--- src/rtl/lsu_mem_ctrl_pkg.sv ---
// Shared types and constants for the load/store unit: FSM states, RV32I
// funct3 encodings and the misalignment rule.
package lsu_pkg;

    typedef enum logic [1:0] {
        IDLE   = 2'd0,
        ACCESS = 2'd1,
        WAIT   = 2'd2,
        RESP   = 2'd3
    } lsu_state_t;

    localparam logic [2:0] F3_B  = 3'd0;
    localparam logic [2:0] F3_H  = 3'd1;
    localparam logic [2:0] F3_W  = 3'd2;
    localparam logic [2:0] F3_BU = 3'd4;
    localparam logic [2:0] F3_HU = 3'd5;

    localparam logic [3:0] WEB_NONE = 4'hF;

    // Halfwords must sit on an even byte, words on a multiple of four.
    function automatic logic is_misaligned(input logic [2:0] funct3,
                                           input logic [1:0] offset);
        logic mis;
        mis = 1'b0;
        case (funct3)
            F3_H, F3_HU: mis = offset[0];
            F3_W:        mis = (offset != 2'b00);
            default:     mis = 1'b0;
        endcase
        return mis;
    endfunction

endpackage

--- src/rtl/lsu_mem_ctrl_if.sv ---
// Core-side request/response bundle of the load/store unit. The core is the
// master; the LSU is the slave.
interface lsu_mem_ctrl_if;

    logic        req_valid_i;
    logic        req_ready_o;
    logic        req_we_i;
    logic [2:0]  req_funct3_i;
    logic [31:0] req_addr_i;
    logic [31:0] req_wdata_i;
    logic        rsp_valid_o;
    logic [31:0] rsp_rdata_o;
    logic        rsp_err_o;
    logic        stall_o;

    modport master (
        output req_valid_i,
        output req_we_i,
        output req_funct3_i,
        output req_addr_i,
        output req_wdata_i,
        input  req_ready_o,
        input  rsp_valid_o,
        input  rsp_rdata_o,
        input  rsp_err_o,
        input  stall_o
    );

    modport slave (
        input  req_valid_i,
        input  req_we_i,
        input  req_funct3_i,
        input  req_addr_i,
        input  req_wdata_i,
        output req_ready_o,
        output rsp_valid_o,
        output rsp_rdata_o,
        output rsp_err_o,
        output stall_o
    );

endinterface

--- src/rtl/lsu_mem_ctrl_lane_align.sv ---
// Combinational byte-lane steering: store data replication / write enables
// and load byte/half extraction with sign or zero extension.
module lsu_lane_align
    import lsu_pkg::*;
(
    input  logic [2:0]  st_funct3,
    input  logic [1:0]  st_offset,
    input  logic [31:0] st_wdata,
    output logic [31:0] st_data,
    output logic [3:0]  st_web,
    input  logic [2:0]  ld_funct3,
    input  logic [1:0]  ld_offset,
    input  logic [31:0] ld_word,
    output logic [31:0] ld_data
);

    logic [3:0]  byte_sel;
    logic [7:0]  ld_byte;
    logic [15:0] ld_half;

    genvar gi;
    generate
        for (gi = 0; gi < 4; gi++) begin : g_lane
            assign byte_sel[gi] = (st_offset == 2'(gi));
        end
    endgenerate

    always_comb begin
        st_data = st_wdata;
        st_web  = 4'b0000;
        case (st_funct3)
            F3_B: begin
                st_data = {4{st_wdata[7:0]}};
                st_web  = ~byte_sel;
            end
            F3_H: begin
                st_data = {2{st_wdata[15:0]}};
                st_web  = st_offset[1] ? 4'b0011 : 4'b1100;
            end
            default: begin
                st_data = st_wdata;
                st_web  = 4'b0000;
            end
        endcase
    end

    assign ld_byte = ld_word[8*ld_offset +: 8];
    assign ld_half = ld_offset[1] ? ld_word[31:16] : ld_word[15:0];

    always_comb begin
        ld_data = ld_word;
        case (ld_funct3)
            F3_B:    ld_data = {{24{ld_byte[7]}}, ld_byte};
            F3_BU:   ld_data = {24'd0, ld_byte};
            F3_H:    ld_data = {{16{ld_half[15]}}, ld_half};
            F3_HU:   ld_data = {16'd0, ld_half};
            default: ld_data = ld_word;
        endcase
    end

endmodule

--- src/rtl/lsu_mem_ctrl.sv ---
// Load/store unit between an RV32I core and a fixed-latency data SRAM.
// Optional misalignment trapping is enabled with LSU_MISALIGN_CHK_EN.
module lsu_mem_ctrl
    import lsu_pkg::*;
#(
    parameter int ADDR_WIDTH  = 14,
    parameter int MEM_LATENCY = 1
) (
    input  logic                  clk_i,
    input  logic                  rst_i,
    lsu_mem_ctrl_if.slave         core,
    output logic                  mem_oe_o,
    output logic [ADDR_WIDTH-1:0] mem_a_o,
    output logic [3:0]            mem_web_o,
    output logic [31:0]           mem_di_o,
    input  logic [31:0]           mem_do_i
);

    generate
        if (MEM_LATENCY < 1 || MEM_LATENCY > 8) begin : g_bad_latency
            $error("lsu_mem_ctrl: MEM_LATENCY must be in 1..8");
        end
    endgenerate

    localparam logic [3:0] LAT = 4'(MEM_LATENCY);

    lsu_state_t            state_reg;
    logic                  we_reg;
    logic [2:0]            funct3_reg;
    logic [1:0]            offset_reg;
    logic                  err_reg;
    logic [3:0]            cnt_reg;
    logic                  mem_oe_reg;
    logic [ADDR_WIDTH-1:0] mem_a_reg;
    logic [3:0]            mem_web_reg;
    logic [31:0]           mem_di_reg;
    logic                  rsp_valid_reg;
    logic [31:0]           rsp_rdata_reg;
    logic                  rsp_err_reg;

    logic                  mis_req;
    logic [31:0]           st_data;
    logic [3:0]            st_web;
    logic [31:0]           ld_data;
    logic                  unused_addr;

    assign unused_addr = ^core.req_addr_i[31:ADDR_WIDTH+2];

`ifdef LSU_MISALIGN_CHK_EN
    assign mis_req = is_misaligned(core.req_funct3_i, core.req_addr_i[1:0]);
`else
    assign mis_req = 1'b0;
`endif

    // Store side works on the live request; load side on the captured one.
    lsu_lane_align u_align (
        .st_funct3 (core.req_funct3_i),
        .st_offset (core.req_addr_i[1:0]),
        .st_wdata  (core.req_wdata_i),
        .st_data   (st_data),
        .st_web    (st_web),
        .ld_funct3 (funct3_reg),
        .ld_offset (offset_reg),
        .ld_word   (mem_do_i),
        .ld_data   (ld_data)
    );

    always_ff @(posedge clk_i or negedge rst_i) begin
        if (!rst_i) begin
            state_reg     <= IDLE;
            we_reg        <= 1'b0;
            funct3_reg    <= 3'd0;
            offset_reg    <= 2'd0;
            err_reg       <= 1'b0;
            cnt_reg       <= 4'd0;
            mem_oe_reg    <= 1'b0;
            mem_a_reg     <= '0;
            mem_web_reg   <= WEB_NONE;
            mem_di_reg    <= 32'd0;
            rsp_valid_reg <= 1'b0;
            rsp_rdata_reg <= 32'd0;
            rsp_err_reg   <= 1'b0;
        end else begin
            case (state_reg)
                IDLE: begin
                    rsp_valid_reg <= 1'b0;
                    rsp_err_reg   <= 1'b0;
                    if (core.req_valid_i) begin
                        we_reg     <= core.req_we_i;
                        funct3_reg <= core.req_funct3_i;
                        offset_reg <= core.req_addr_i[1:0];
                        err_reg    <= mis_req;
                        mem_a_reg  <= core.req_addr_i[ADDR_WIDTH+1:2];
                        mem_oe_reg <= !core.req_we_i && !mis_req;
                        if (core.req_we_i && !mis_req) begin
                            mem_di_reg  <= st_data;
                            mem_web_reg <= st_web;
                        end
                        state_reg <= ACCESS;
                    end
                end
                ACCESS: begin
                    // Stores and trapped accesses finish without waiting on read data.
                    if (we_reg || err_reg) begin
                        mem_web_reg   <= WEB_NONE;
                        mem_oe_reg    <= 1'b0;
                        rsp_valid_reg <= 1'b1;
                        rsp_err_reg   <= err_reg;
                        rsp_rdata_reg <= 32'd0;
                        state_reg     <= RESP;
                    end else begin
                        cnt_reg   <= 4'd1;
                        state_reg <= WAIT;
                    end
                end
                WAIT: begin
                    if (cnt_reg == LAT) begin
                        rsp_rdata_reg <= ld_data;
                        mem_oe_reg    <= 1'b0;
                        rsp_valid_reg <= 1'b1;
                        state_reg     <= RESP;
                    end else begin
                        cnt_reg <= cnt_reg + 4'd1;
                    end
                end
                RESP: begin
                    rsp_valid_reg <= 1'b0;
                    rsp_err_reg   <= 1'b0;
                    state_reg     <= IDLE;
                end
                default: state_reg <= IDLE;
            endcase
        end
    end

    assign core.req_ready_o = (state_reg == IDLE);
    assign core.stall_o     = rst_i && ((state_reg == IDLE) ? core.req_valid_i
                                        : (state_reg == ACCESS || state_reg == WAIT));
    assign core.rsp_valid_o = rsp_valid_reg;
    assign core.rsp_rdata_o = rsp_rdata_reg;
    assign core.rsp_err_o   = rsp_err_reg;

    assign mem_oe_o  = mem_oe_reg;
    assign mem_a_o   = mem_a_reg;
    assign mem_web_o = mem_web_reg;
    assign mem_di_o  = mem_di_reg;

endmodule

--- src/flat_wrapper.sv ---
// flat-port wrapper written by rule: the top's interface ports become plain ports
module lsu_mem_ctrl_flat import lsu_pkg::*;
#(
    parameter int ADDR_WIDTH  = 14,
    parameter int MEM_LATENCY = 1
)
  (clk_i, rst_i, mem_oe_o, mem_a_o, mem_web_o, mem_di_o, mem_do_i, core_req_valid_i, core_req_we_i, core_req_funct3_i, core_req_addr_i, core_req_wdata_i, core_req_ready_o, core_rsp_valid_o, core_rsp_rdata_o, core_rsp_err_o, core_stall_o);
  lsu_mem_ctrl_if core_i ();
  input  logic clk_i;
  input  logic rst_i;
  output logic mem_oe_o;
  output logic [ADDR_WIDTH-1:0] mem_a_o;
  output logic [3:0] mem_web_o;
  output logic [31:0] mem_di_o;
  input  logic [31:0] mem_do_i;
  input wire logic [$bits(core_i.req_valid_i)-1:0] core_req_valid_i;
  input wire logic [$bits(core_i.req_we_i)-1:0] core_req_we_i;
  input wire logic [$bits(core_i.req_funct3_i)-1:0] core_req_funct3_i;
  input wire logic [$bits(core_i.req_addr_i)-1:0] core_req_addr_i;
  input wire logic [$bits(core_i.req_wdata_i)-1:0] core_req_wdata_i;
  output wire logic [$bits(core_i.req_ready_o)-1:0] core_req_ready_o;
  output wire logic [$bits(core_i.rsp_valid_o)-1:0] core_rsp_valid_o;
  output wire logic [$bits(core_i.rsp_rdata_o)-1:0] core_rsp_rdata_o;
  output wire logic [$bits(core_i.rsp_err_o)-1:0] core_rsp_err_o;
  output wire logic [$bits(core_i.stall_o)-1:0] core_stall_o;
  assign core_i.req_valid_i = core_req_valid_i;
  assign core_i.req_we_i = core_req_we_i;
  assign core_i.req_funct3_i = core_req_funct3_i;
  assign core_i.req_addr_i = core_req_addr_i;
  assign core_i.req_wdata_i = core_req_wdata_i;
  assign core_req_ready_o = core_i.req_ready_o;
  assign core_rsp_valid_o = core_i.rsp_valid_o;
  assign core_rsp_rdata_o = core_i.rsp_rdata_o;
  assign core_rsp_err_o = core_i.rsp_err_o;
  assign core_stall_o = core_i.stall_o;
  lsu_mem_ctrl #(.ADDR_WIDTH(ADDR_WIDTH), .MEM_LATENCY(MEM_LATENCY)) u_core (.clk_i(clk_i), .rst_i(rst_i), .core(core_i), .mem_oe_o(mem_oe_o), .mem_a_o(mem_a_o), .mem_web_o(mem_web_o), .mem_di_o(mem_di_o), .mem_do_i(mem_do_i));
endmodule
--- config.mk ---
export PLATFORM = sky130hd
export DESIGN_NAME = lsu_mem_ctrl_flat
export DESIGN_NICKNAME = d
export VERILOG_FILES = /design/src/rtl/lsu_mem_ctrl_pkg.sv /design/src/rtl/lsu_mem_ctrl_if.sv /design/src/rtl/lsu_mem_ctrl_lane_align.sv /design/src/rtl/lsu_mem_ctrl.sv /design/src/flat_wrapper.sv
export SDC_FILE = /design/constraint.sdc
export NUM_CORES = 1
export LEC_CHECK = 0
export ABC_AREA = 1
export BUFFER_PORTS_ARGS = -buffer_cell sky130_fd_sc_hd__buf_4
export CAP_MARGIN = 20
export CORE_ASPECT_RATIO = 0.7
export CORE_MARGIN = 1
export CORE_UTILIZATION = 46
export DETAILED_ROUTE_END_ITERATION = 12
export GPL_TIMING_DRIVEN = 0
export PLACE_DENSITY = 0.76
export SLEW_MARGIN = 5
export SYNTH_ARGS = -nofsm -noshare
export SYNTH_HDL_FRONTEND = slang
export SYNTH_SLANG_ARGS = --single-unit
--- constraint.sdc ---
create_clock -name clk_i -period 3.65 [get_ports clk_i]
set_clock_uncertainty 0.2 [all_clocks]
set_input_delay 0.73 -clock clk_i [delete_from_list [all_inputs] [get_ports clk_i]]
set_output_delay 0.73 -clock clk_i [all_outputs]
set_load 0.1 [all_outputs]
==> flow_summary_export.csv <==
group,metric,value,unit
cells_and_area,finish.instance_area,6800,µm²
routing,drtPass1Iterations,7,
timing,fmax,0.327,GHz
worst_setup_path,cp-end-kind,"output port",
global_routing,antenna_found_initial,0,
cts,clkTransAtPathRegs,0.06,ns
routing,antenna_left,0,
routing,avgRoutedWirePerCell,14.7,µm
timing,tightest_slew,0.640,ns
cts,ctsResizeCount,0,
timing,finalCritPeriodShare,0.837,
logic_synthesis,async_reset_ff_frac,1.00,
routing,first_iter_violations,423,
worst_setup_path,ff2ff_path_depth,6,
floorplan,core_area,10400,µm²
placed_design,placed_area,6470,µm²
placed_design,dp_hpwl,11200,µm
logic_synthesis,netlist_instances,684,
routing,drcViolationCount,0,
placed_design,portBuffers,172,
cts,h-tree-depth,3,
placed_design,place_congestion,0.901,
logic_synthesis,synthDistinctLibCells,32,
floorplan,die_h,89.1,µm
worst_setup_path,critical_path_class,"in -> out",
logic_synthesis,yosys.area.top_type,"dfrtp_1",
cells_and_area,insertedDiodeCount,0,
worst_setup_path,rr_startpoint,"u_core.state_reg[0]",
cts,clk_path_buf_depth,2,
cells_and_area,syn_to_final_growth,36.3,%
global_routing,grt_pass1_wl,23200,µm
worst_setup_path,crit_arrival,2.13,ns
cells_and_area,final_cell_mix,"nand2_1 (291), buf_4 (176), dfrtp_1 (92)",
cts,cts_tree,"done",
timing,tns,0,ns
floorplan,io-pin-count,190,
cts,clk_latency,0.34,ns
worst_setup_path,startpoint,"rst_i",
logic_synthesis,yosysSeqAreaShare,0.483,
global_routing,busiest_layer,"met2",
routing,via_per_inst,5.17,
worst_setup_path,reg2reg_slack,1.48,ns
logic_synthesis,syn_area_per_cell,7.29,µm²
floorplan,rows,31,
status,status,"finished, final reports clean",
logic_synthesis,yosysTopAreaCellShare,0.462,
logic_synthesis,ys_ff_latch,96,
global_routing,grt_pass1_vias,4807,
cts,cts_buffers,9,
floorplan,start_util,0.478,
routing,vias,5181,
floorplan,fp.dieArea,11300,µm²
global_routing,grtUsageTotal,0.266,
timing,final-setup-viol-count,0,
global_routing,grtUsageMet2,0.405,
worst_setup_path,cp.required,2.72,ns
logic_synthesis,synth_area_leaders,"dfrtp_1 (46%), nand2_1 (22%), nor2_1 (6.3%), o21ai_0 (5.4%), inv_1 (3.2%)",
global_routing,grt_use_met1,0.368,
cts,clk_root_buffer_cell,"clkbuf_16",
timing,fin_crit,3.06,ns
logic_synthesis,synth_edf_count,0,
worst_setup_path,crit_end,"core_stall_o",
flow_run,drv_cap,0,
logic_synthesis,synth_warnings,0,
min_path,min_path_type,"in -> async",
global_routing,grt_max_degree,64,
logic_synthesis,syn_nets,793,
timing,finalHoldViolations,0,
routing,wl,14700,µm
logic_synthesis,syn-cell-area,4990,µm²
cells_and_area,nNetsFinal,977,
floorplan,dieWidth,126,µm
worst_setup_path,worstPathMaxFanout,63,
worst_setup_path,start_kind,"input port",
cts,clock-sinks,96,
cells_and_area,layout-drive-gt1-share,0.268,
worst_setup_path,r2r-end,"u_core.core.rsp_rdata_o[3]",
global_routing,overflow,0,
timing,relSlewSlack,0.574,
cts,post-cts-setup-buffer-count,0,
logic_synthesis,yosys_most_used_dff,"dfrtp_1",
timing,rsz0062_at_grt,"false",
global_routing,grt_use_met3,0.0802,
timing,drv_slew,0,
cts,hold_buffers,0,
cells_and_area,final_common_cell,"nand2_1",
-- Yosys cell counts (all sizes together), types with 3 or more instances --
cell / number
a21oi: 10
nor2: 88
clkbuf: 7
nand3: 27
o211ai: 7
ha: 6
dfrtp: 92
o21ai: 57
dfstp: 4
nand2: 298
or2: 3
inv: 48
buf: 22
a2bb2oi: 6
-- through the flow --
| stage | hold slack (ns) | setup slack, ns | instances | util |
|---|---|---|---|---|
| after global placement | 0.260 | 0.249 | 988 | 0.618 |
| after detailed placement | 0.264 | 0.569 | 989 | 0.621 |
| after global routing | 0.168 | 0.421 | 1003 | 0.652 |
| after CTS | 0.155 | 0.558 | 1003 | 0.652 |
| final | 0.142 | 0.594 | 1003 | 0.652 |
| after floorplan | 0.234 | 0.192 | 684 | - |
-- worst min path at each step --
stage,start,endpoint,slack (ns),cells past startpoint
floorplan,rst_i,u_core.cnt_reg[0],0.23,0
global placement,u_core.mem_web_o[1],u_core.mem_web_o[1],0.26,2
detailed placement,u_core.mem_web_o[0],u_core.mem_web_o[0],0.26,2
CTS,rst_i,u_core.mem_di_o[4],0.15,1
global route,rst_i,u_core.mem_di_o[4],0.17,1
finish,rst_i,u_core.mem_di_o[4],0.14,1
-- cell families after synthesis --
kind of cell | count (synthesis) | share of synthesized area
compound gates | 84 | 0.0951
xor+xnor | 1 | 0.00176
fa+ha+maj | 6 | 0.0151
buf+inv | 77 | 0.0677
flops | 96 | 0.483
other cells | 1 | 0.000752
simple gates | 419 | 0.337
-- worst max-delay path: stages --
cell,delay [ns]
buf_4,0.40
buf_16,0.34
o21ai_0,0.17
a21oi_2,0.14
buf_4,0.30
-- layout make-up --
class,instances,area [µm²]
fillers,903,3630
flip-flops and latches,96,2410
multi-input cells,511,2250
repair buffers,173,1320
clock buffers,10,229
inverters,48,180
well taps,132,165
plain buffers,29,158
clock inverters,4,95.1
-- layer usage --
layer	share of wire	up-vias
met5	0	-
met4	0.020	0
met3	0.087	25
met2	0.44	252
met1	0.46	2415
li1	-	2489
Power is not shown: default switching activity piles up to over one toggle a cycle in this logic, so the estimate is an artifact.
